## src/rtl/car_frame_scheduler.sv

```systemverilog
// car_frame_scheduler: owns the car positions and runs the per-frame update
// for the VGA display. On each accepted frame tick it may advance every car
// one column. It then checks each car against the latched frog cell, one car
// per cycle, so a single adder and a single comparator are shared by all cars.
// The sequencer updates the lives count and the sticky game_over flag.
// Optional build macro SCHED_OVERRUN_CNT_EN adds overrun_cnt. This counter
// counts frame ticks that were dropped because an update was in progress.
module car_frame_scheduler #(
    parameter int NUM_CARS  = 16,
    parameter int GRID_COLS = 20,
    parameter int FIRST_ROW = 2,
    parameter int MOVE_DIV  = 8
) (
    input  logic                  clk,
    input  logic                  rst_n,
    input  logic                  frame_tick,
    input  logic                  enable,
    input  logic [4:0]            frog_col,
    input  logic [3:0]            frog_row,
    output logic [5*NUM_CARS-1:0] car_x_flat,
    output logic [4*NUM_CARS-1:0] car_y_flat,
    output logic [1:0]            lives,
    output logic                  game_over,
    output logic                  busy,
    output logic                  update_done,
    output logic                  collision
`ifdef SCHED_OVERRUN_CNT_EN
    ,
    output logic [7:0]            overrun_cnt
`endif
);

    localparam int IDX_W = (NUM_CARS > 1) ? $clog2(NUM_CARS) : 1;
    localparam int DIV_W = (MOVE_DIV > 1) ? $clog2(MOVE_DIV) : 1;

    typedef enum logic [1:0] {IDLE, MOVE, CHECK, DONE} state_t;

    // Starting column of car i: the lanes are staggered by three columns.
    // The two cars in a lane are placed ten columns apart.
    function automatic logic [4:0] init_x(input int i);
        int v;
        v = ((i >> 1) * 3 + (((i % 2) == 1) ? 10 : 0)) % GRID_COLS;
        return 5'(v);
    endfunction

    state_t           state_reg;
    logic [IDX_W-1:0] k_reg;
    logic [DIV_W-1:0] div_reg;
    logic [4:0]       car_x_reg [NUM_CARS];
    logic [4:0]       frog_col_reg;
    logic [3:0]       frog_row_reg;
    logic             hit_reg;
    logic [1:0]       lives_reg;
    logic             game_over_reg;
    logic             busy_reg;
    logic             update_done_reg;
    logic             collision_reg;

    logic [4:0]       cur_x;
    logic [4:0]       moved_x;
    logic [3:0]       cur_row;
    logic             match;
    logic             last_idx;
    logic             accept;

    // Shared datapath: one car selected by k_reg gets one step and one compare.
    always_comb begin
        cur_x    = car_x_reg[k_reg];
        cur_row  = 4'(FIRST_ROW) + 4'(k_reg >> 1);
        moved_x  = cur_x;
        if (k_reg[1 % IDX_W] == 1'b0 || IDX_W == 1) begin
            // even lane: move left, column 0 wraps to the right edge
            moved_x = (cur_x == 5'd0) ? 5'(GRID_COLS - 1) : cur_x - 5'd1;
        end else begin
            // odd lane: move right, the right edge wraps to column 0
            moved_x = (cur_x == 5'(GRID_COLS - 1)) ? 5'd0 : cur_x + 5'd1;
        end
        match    = (cur_x == frog_col_reg) && (cur_row == frog_row_reg);
        last_idx = (k_reg == IDX_W'(NUM_CARS - 1));
        accept   = frame_tick && enable && !game_over_reg && (state_reg == IDLE);
    end

    // Update sequencer: moves and checks cars serially, then settles lives.
    always_ff @(posedge clk or negedge rst_n) begin
        if (!rst_n) begin
            state_reg       <= IDLE;
            k_reg           <= '0;
            div_reg         <= DIV_W'(MOVE_DIV - 1);
            frog_col_reg    <= '0;
            frog_row_reg    <= '0;
            hit_reg         <= 1'b0;
            lives_reg       <= 2'd3;
            game_over_reg   <= 1'b0;
            busy_reg        <= 1'b0;
            update_done_reg <= 1'b0;
            collision_reg   <= 1'b0;
            for (int i = 0; i < NUM_CARS; i++) begin
                car_x_reg[i] <= init_x(i);
            end
        end else begin
            case (state_reg)
                IDLE: begin
                    if (accept) begin
                        frog_col_reg <= frog_col;
                        frog_row_reg <= frog_row;
                        hit_reg      <= 1'b0;
                        k_reg        <= '0;
                        busy_reg     <= 1'b1;
                        if (div_reg == '0) begin
                            div_reg   <= DIV_W'(MOVE_DIV - 1);
                            state_reg <= MOVE;
                        end else begin
                            div_reg   <= div_reg - 1'b1;
                            state_reg <= CHECK;
                        end
                    end
                end
                MOVE: begin
                    car_x_reg[k_reg] <= moved_x;
                    if (last_idx) begin
                        k_reg     <= '0;
                        state_reg <= CHECK;
                    end else begin
                        k_reg <= k_reg + 1'b1;
                    end
                end
                CHECK: begin
                    hit_reg <= hit_reg | match;
                    if (last_idx) begin
                        k_reg           <= '0;
                        update_done_reg <= 1'b1;
                        collision_reg   <= hit_reg | match;
                        state_reg       <= DONE;
                    end else begin
                        k_reg <= k_reg + 1'b1;
                    end
                end
                DONE: begin
                    update_done_reg <= 1'b0;
                    collision_reg   <= 1'b0;
                    busy_reg        <= 1'b0;
                    state_reg       <= IDLE;
                    if (collision_reg && lives_reg != 2'd0) begin
                        lives_reg <= lives_reg - 2'd1;
                        if (lives_reg == 2'd1) begin
                            game_over_reg <= 1'b1;
                        end
                    end
                end
                default: state_reg <= IDLE;
            endcase
        end
    end

`ifdef SCHED_OVERRUN_CNT_EN
    logic [7:0] overrun_reg;

    // Count live ticks that arrive while a sequence is still running.
    always_ff @(posedge clk or negedge rst_n) begin
        if (!rst_n) begin
            overrun_reg <= 8'd0;
        end else if (frame_tick && enable && !game_over_reg &&
                     state_reg != IDLE && overrun_reg != 8'hFF) begin
            overrun_reg <= overrun_reg + 8'd1;
        end
    end

    assign overrun_cnt = overrun_reg;
`endif

    genvar gi;
    generate
        for (gi = 0; gi < NUM_CARS; gi++) begin : g_car_out
            assign car_x_flat[5*gi +: 5] = car_x_reg[gi];
            assign car_y_flat[4*gi +: 4] = 4'(FIRST_ROW + gi / 2);
        end
    endgenerate

    assign lives       = lives_reg;
    assign game_over   = game_over_reg;
    assign busy        = busy_reg;
    assign update_done = update_done_reg;
    assign collision   = collision_reg;

endmodule

```

## config.mk

```make
export PLATFORM = sky130hd
export DESIGN_NAME = car_frame_scheduler
export DESIGN_NICKNAME = d
export VERILOG_FILES = /design/src/rtl/car_frame_scheduler.sv
export SDC_FILE = /design/constraint.sdc
export NUM_CORES = 1
export LEC_CHECK = 0
export ABC_AREA = 0
export BUFFER_PORTS_ARGS = -buffer_cell sky130_fd_sc_hd__buf_2
export CAP_MARGIN = 10
export CORE_MARGIN = 2
export CORE_UTILIZATION = 40
export CTS_CLUSTER_DIAMETER = 200
export DETAILED_ROUTE_END_ITERATION = 10
export GPL_ROUTABILITY_DRIVEN = 0
export PLACE_DENSITY = 0.66
export SYNTH_ARGS = -nofsm -noshare
export SYNTH_HDL_FRONTEND = slang
export SYNTH_SLANG_ARGS = --single-unit
```

## constraint.sdc

```tcl
create_clock -name clk -period 4.25 [get_ports clk]
set_clock_uncertainty 0.15 [all_clocks]
set_input_delay 0.2125 -clock clk [delete_from_list [all_inputs] [get_ports clk]]
set_output_delay 0.2125 -clock clk [all_outputs]
set_load 0.005 [all_outputs]
```

# == Word level (Yosys, flattened, before mapping) ==
# Cells that the tools add are included.
# word_totals
register_bits,105
inputBits,13
# classes
n_addsub,6
order_cmp,2
n_eq_ne,11
n_mux,26
n_bitwise,2
n_reduce_logical,24
# ops
operator,count
$bwmux 80,1
$mux 5,6
$bmux 5 s4,1
$demux 5 s4,1
$reduce_and 2->1,6
$reduce_bool 2->1,5
$mux 2,4
$mux 4,2
$pmux 1 s2,4
$pmux 2 s4,1
$pmux 4 s2,1
$logic_and 1x1->1,6
$ne 2x2->1 const B,3
$reduce_and 3->1,2
$add 5x1->5 const B,1
$eq 5x5->1,1
$eq 5x5->1 const B,1
$ge 5x5->1 const B,1
$logic_not 5->1,1
$lt 5x1->1 const B,1
$not 4->5,1
$sub 5x1->5 const B,1
$add 2x3->4 const A,1
$add 4x1->4 const B,1
13 further kinds,18

# == Depth between registers and ports, before layout ==
# logic_depth
word_depth,9
depth_mapped,13
ltp_nobuf,10

# == Worst setup path before layout ==
# Ideal clock, no wire load.
# synth_path
path_kind,register -> register
startpoint,register k_reg[0]
endpoint,"register car_x_reg, in the netlist car_x_flat[27]"
setup_time_ns,0.129
arrival_ns,2.722
slack_ns,1.249
stages_incl_launch_ff,12
n_path_buf,2
synth_period_minus_slack_ns,3.001
cell_sequence,dfrtp_1 buf_6 mux4_1 mux2_2 o221ai_4 ha_1 inv_1 o311ai_1 o21ai_1 o22ai_2 buf_2 o21ai_1
# synth_via
elab_chain_len,8
# synth_lines
element,line,text
"start, declared",47,logic [IDX_W-1:0] k_reg;
"start signal, assigned",124,k_reg <= k_reg + 1'b1;
"start signal, assigned",135,k_reg <= k_reg + 1'b1;
$not 4->5 (not written as such) (*),"68, 119",
$bmux 5 s4,68,cur_x = car_x_reg[k_reg];
$mux 5 (not written as such) (2 in a row),68,
"$sub 5x1->5, or another cell as far along",73,moved_x = (cur_x == 5'd0) ? 5'(GRID_COLS - 1) : cur_x - 5'd1;
"$mux 5, on equally long branches","73, 76",
$mux 5,71,if (k_reg[1 % IDX_W] == 1'b0 || IDX_W == 1) begin
$bwmux 80 (*),119,car_x_reg[k_reg] <= moved_x;
"end signal, assigned by index",98,car_x_reg[i] <= init_x(i);
"end signal, assigned by index",119,
"end, declared",49,logic [4:0] car_x_reg [NUM_CARS];
# Every way passes the cells marked *; elsewhere a longest branch is shown, timed or not. The select of a mux whose other input is x is not followed.
# A chain may end at the register's enable or synchronous reset.

# == Worst setup path after layout ==
# layout_path
startpoint,register k_reg[0]
endpoint,"register car_x_reg, in the netlist car_x_flat[72]"
# Same word-level chain as after synthesis.

==> flow_metrics.tcl <==
set metrics [dict create \
    max_clock_freq_mhz 271 \
    postSynth.topFlopCell "sky130_fd_sc_hd__dfrtp_1" \
    synth_common_cells "sky130_fd_sc_hd__nand2_1 (118), sky130_fd_sc_hd__dfrtp_1 (69), sky130_fd_sc_hd__buf_4 (64)" \
    crit_type "reg2reg" \
    tns_ns 0 \
    syn_to_final_growth_pct 14.0 \
    dp_hpwl_um 10600 \
    grt.total_usage_pct 18.8 \
    crit_chain "buf_4, mux4_2, mux2i_1, mux2i_1, o311ai_1, o21ai_1, o22ai_2, o21ai_0" \
    number_of_global_route_vias_before_repair 4155 \
    cts_max_path_buffers 2 \
    required_ns 4.30 \
    setup.worst_path.start_class "register" \
    timing.critical_path.arrival_ns 3.74 \
    net-switching-power_mw 2.36 \
    core_area_um2 14000 \
    cts_tree "built" \
    cp-end-kind "register" \
    grt-ovfl-total 0 \
    status "completed" \
    largest_register_ff_count 80 \
    boundaryPins 163 \
    detail_route.first_pass.iterations 5 \
    synthMostInstantiatedCell "sky130_fd_sc_hd__nand2_1" \
    synthTopCellsByArea "sky130_fd_sc_hd__dfrtp_1 (30%), sky130_fd_sc_hd__dfstp_2 (16%), sky130_fd_sc_hd__buf_4 (8.3%)" \
    critical_path.slowest_cell "sky130_fd_sc_hd__dfrtp_1" \
    cts-htree-levels 3 \
    synth-seq-cells 105 \
    die_area_um2 15400 \
    floorplan.initialDensity_pct 41.4 \
    peakVddDrop_uv 395 \
    period_needed_ns 3.69 \
    drc 0 \
    fin_crit_sh_pct 86.9 \
    ys_types 59 \
    clk_pin_slew_worst_paths_ns 0.07 \
    ys_seq_area_share_pct 46.2 \
    crit_path_frequent_cell "sky130_fd_sc_hd__mux2i_1" \
    worst_slew_pin_slew_ns 1.11 \
    first_iter_violations 315 \
    netlist_area_um2 5780 \
    power_share_of_the_clock_group_pct 16.1 \
    synth_async_sr_flop_share_pct 100 \
    antenna_violating_nets_post_route 0 \
    synthDominantAreaCellType "sky130_fd_sc_hd__dfrtp_1" \
    finalSetupViolCount 0 \
    synth_top_area_share_pct 29.9 \
    maxSlewHeadroom_pct 24.2 \
    postSynthAreaPerCell_um2 10.2 \
    final.hold.worst_slack_ns 0.235 \
    hp-class "in2reg" \
    p_sw_share_pct 44.2 \
    final_number_of_hold_violating_endpoints 0 \
    yosys_warnings 0 \
    share_of_final_layout_standard_cells_stronger_than_drive_strength_1_pct 29.3 \
    number_of_antenna_diodes 0 \
    placement_rows 43 \
    finalNetCount 702 \
    antenna_violations_before_repair 0 \
    numCtsBuffers 9 \
    root_buffer "sky130_fd_sc_hd__clkbuf_16" \
    clkSinkCount 105 \
    power.sequential.fraction_pct 32.9 \
    combPwrFrac_pct 51.1 \
    grt_max_degree 86 \
    clock_insertion_delay_worst_skew_ns 0.36 \
    vias_per_cell 5.15 \
    critical_path_peak_fanout 16 \
    worst_path_max_stage_delay_ns 0.56 \
    synth_enable_flop_cells 0 \
    rsz0062_at_grt "no" \
    wire_length_of_the_first_global_routing_pass_um 23000 \
    fp.dieW_um 124 \
    dieHeight_um 124 \
    io_buffer_count 98 \
    route.final.wire_length_um 14700 \
    postSynthCellCount 567 \
    intPower_mw 2.98 \
    detailroute.via_count 4400 \
    cellPowerDensity_nw_per_um2 811 \
    drv_slew 0 \
    dr_wl_cell_um 17.2 \
    reported_leakage_power_nw 3.20 \
    maxCapViolations 0 \
]
==> metal layers <==
layer  track usage [%]  vias up  routed length, µm
met5                 0        -                  0
met4              6.74        0                360
met3              4.68       20               1070
met2              29.9      199               7260
met1              25.1     2135               6020
li1                  -     2046                  -
==> timing repair <==
item / in CTS / in global routing
endpoints found under the hold margin: 62 / 0
gates resized for setup: 0 / 0
hold buffers: 10 / 0
buffers inserted: 0 / 0
==> per-stage QoR <==
step / util, % / power [mW] / cells / setup slack, ns / instance area [µm²]
2_1_floorplan: - / 3.63 / 629 / 1.25 / 6020
5_1_grt: 47.1 / 5.72 / 855 / 0.266 / 6590
4_1_cts: 47.1 / 5.35 / 855 / 0.601 / 6590
3_5_place_dp: 44.2 / 4.46 / 829 / 0.629 / 6190
6_report: 47.1 / 5.35 / 855 / 0.558 / 6590
3_3_place_gp: 44.2 / 4.37 / 829 / 0.758 / 6190
==> cell type report <==
| type | instances | area (µm²) |
|---|---|---|
| Fill cell | 1301 | 7400 |
| Multi-Input combinational cell | 423 | 2670 |
| Timing Repair Buffer | 116 | 666 |
| Clock inverter | 6 | 65.1 |
| Sequential cell | 105 | 2670 |
| Tap cell | 180 | 225 |
| Inverter | 15 | 56.3 |
| Clock buffer | 10 | 239 |
==> cell families (layout without fill, tap and decap cells) <==
group | count (synthesis) | in the layout | synth area share (%)
AOI/OAI and AO/OA | 123 | 123 | 13.2
DFF | 105 | 105 | 46.2
xor gates and xnor gates | 11 | 11 | 1.67
buffers and inverters | 101 | 147 | 11.7
other | 2 | 64 | 0.130
and+or+nand+nor | 177 | 177 | 13.3
adders and majority gates | 19 | 19 | 4.11
muxes | 29 | 29 | 9.71
==> power groups by stage <==
stage,Combinational [mW],Sequential (mW),Clock [mW]
after global routing,2.99,1.80,0.921
after global placement,2.62,1.75,0
after detailed placement,2.69,1.77,0
after floorplan,1.95,1.68,0
after CTS,2.71,1.76,0.880
final,2.73,1.76,0.859
==> path summary, 6_finish.rpt <==
kind,startpoint,to,slack [ns],depth (start not counted)
min in group asynchronous,rst_n,car_x_flat[5],0.44,2
setup reg to reg,k_reg[0],car_x_flat[72],0.56,8
max in group asynchronous,rst_n,lives[0],2.58,3
hold / removal,frame_tick,busy,0.24,4
hold reg to reg,car_x_flat[29],car_x_flat[29],0.33,2
setup / recovery,k_reg[0],car_x_flat[72],0.56,8
==> cell usage in the layout (no fill, tap or decap), types with 10 or more instances in the layout <==
| cell type | count |
|---|---|
| sky130_fd_sc_hd__dfstp_2 | 36 |
| sky130_fd_sc_hd__nor2_1 | 12 |
| sky130_fd_sc_hd__dfrtp_1 | 69 |
| sky130_fd_sc_hd__mux4_2 | 16 |
| sky130_fd_sc_hd__o21ai_2 | 10 |
| sky130_fd_sc_hd__dlygate4sd3_1 | 10 |
| sky130_fd_sc_hd__nand3_1 | 24 |
| sky130_fd_sc_hd__ha_1 | 19 |
| sky130_fd_sc_hd__o21ai_0 | 59 |
| sky130_fd_sc_hd__buf_2 | 97 |
| sky130_fd_sc_hd__inv_1 | 12 |
| sky130_fd_sc_hd__o21ai_1 | 23 |
| sky130_fd_sc_hd__nand2_1 | 118 |
| sky130_fd_sc_hd__conb_1 | 64 |
==> critical path, delay by kind of cell, from the launching register on <==
family | cells | cell delay (ns)
mux | 3 | 1.15
compound gates | 4 | 1.29
flops | 1 | 0.56
buf+inv | 1 | 0.37
Power figures use the tool's default switching activity.
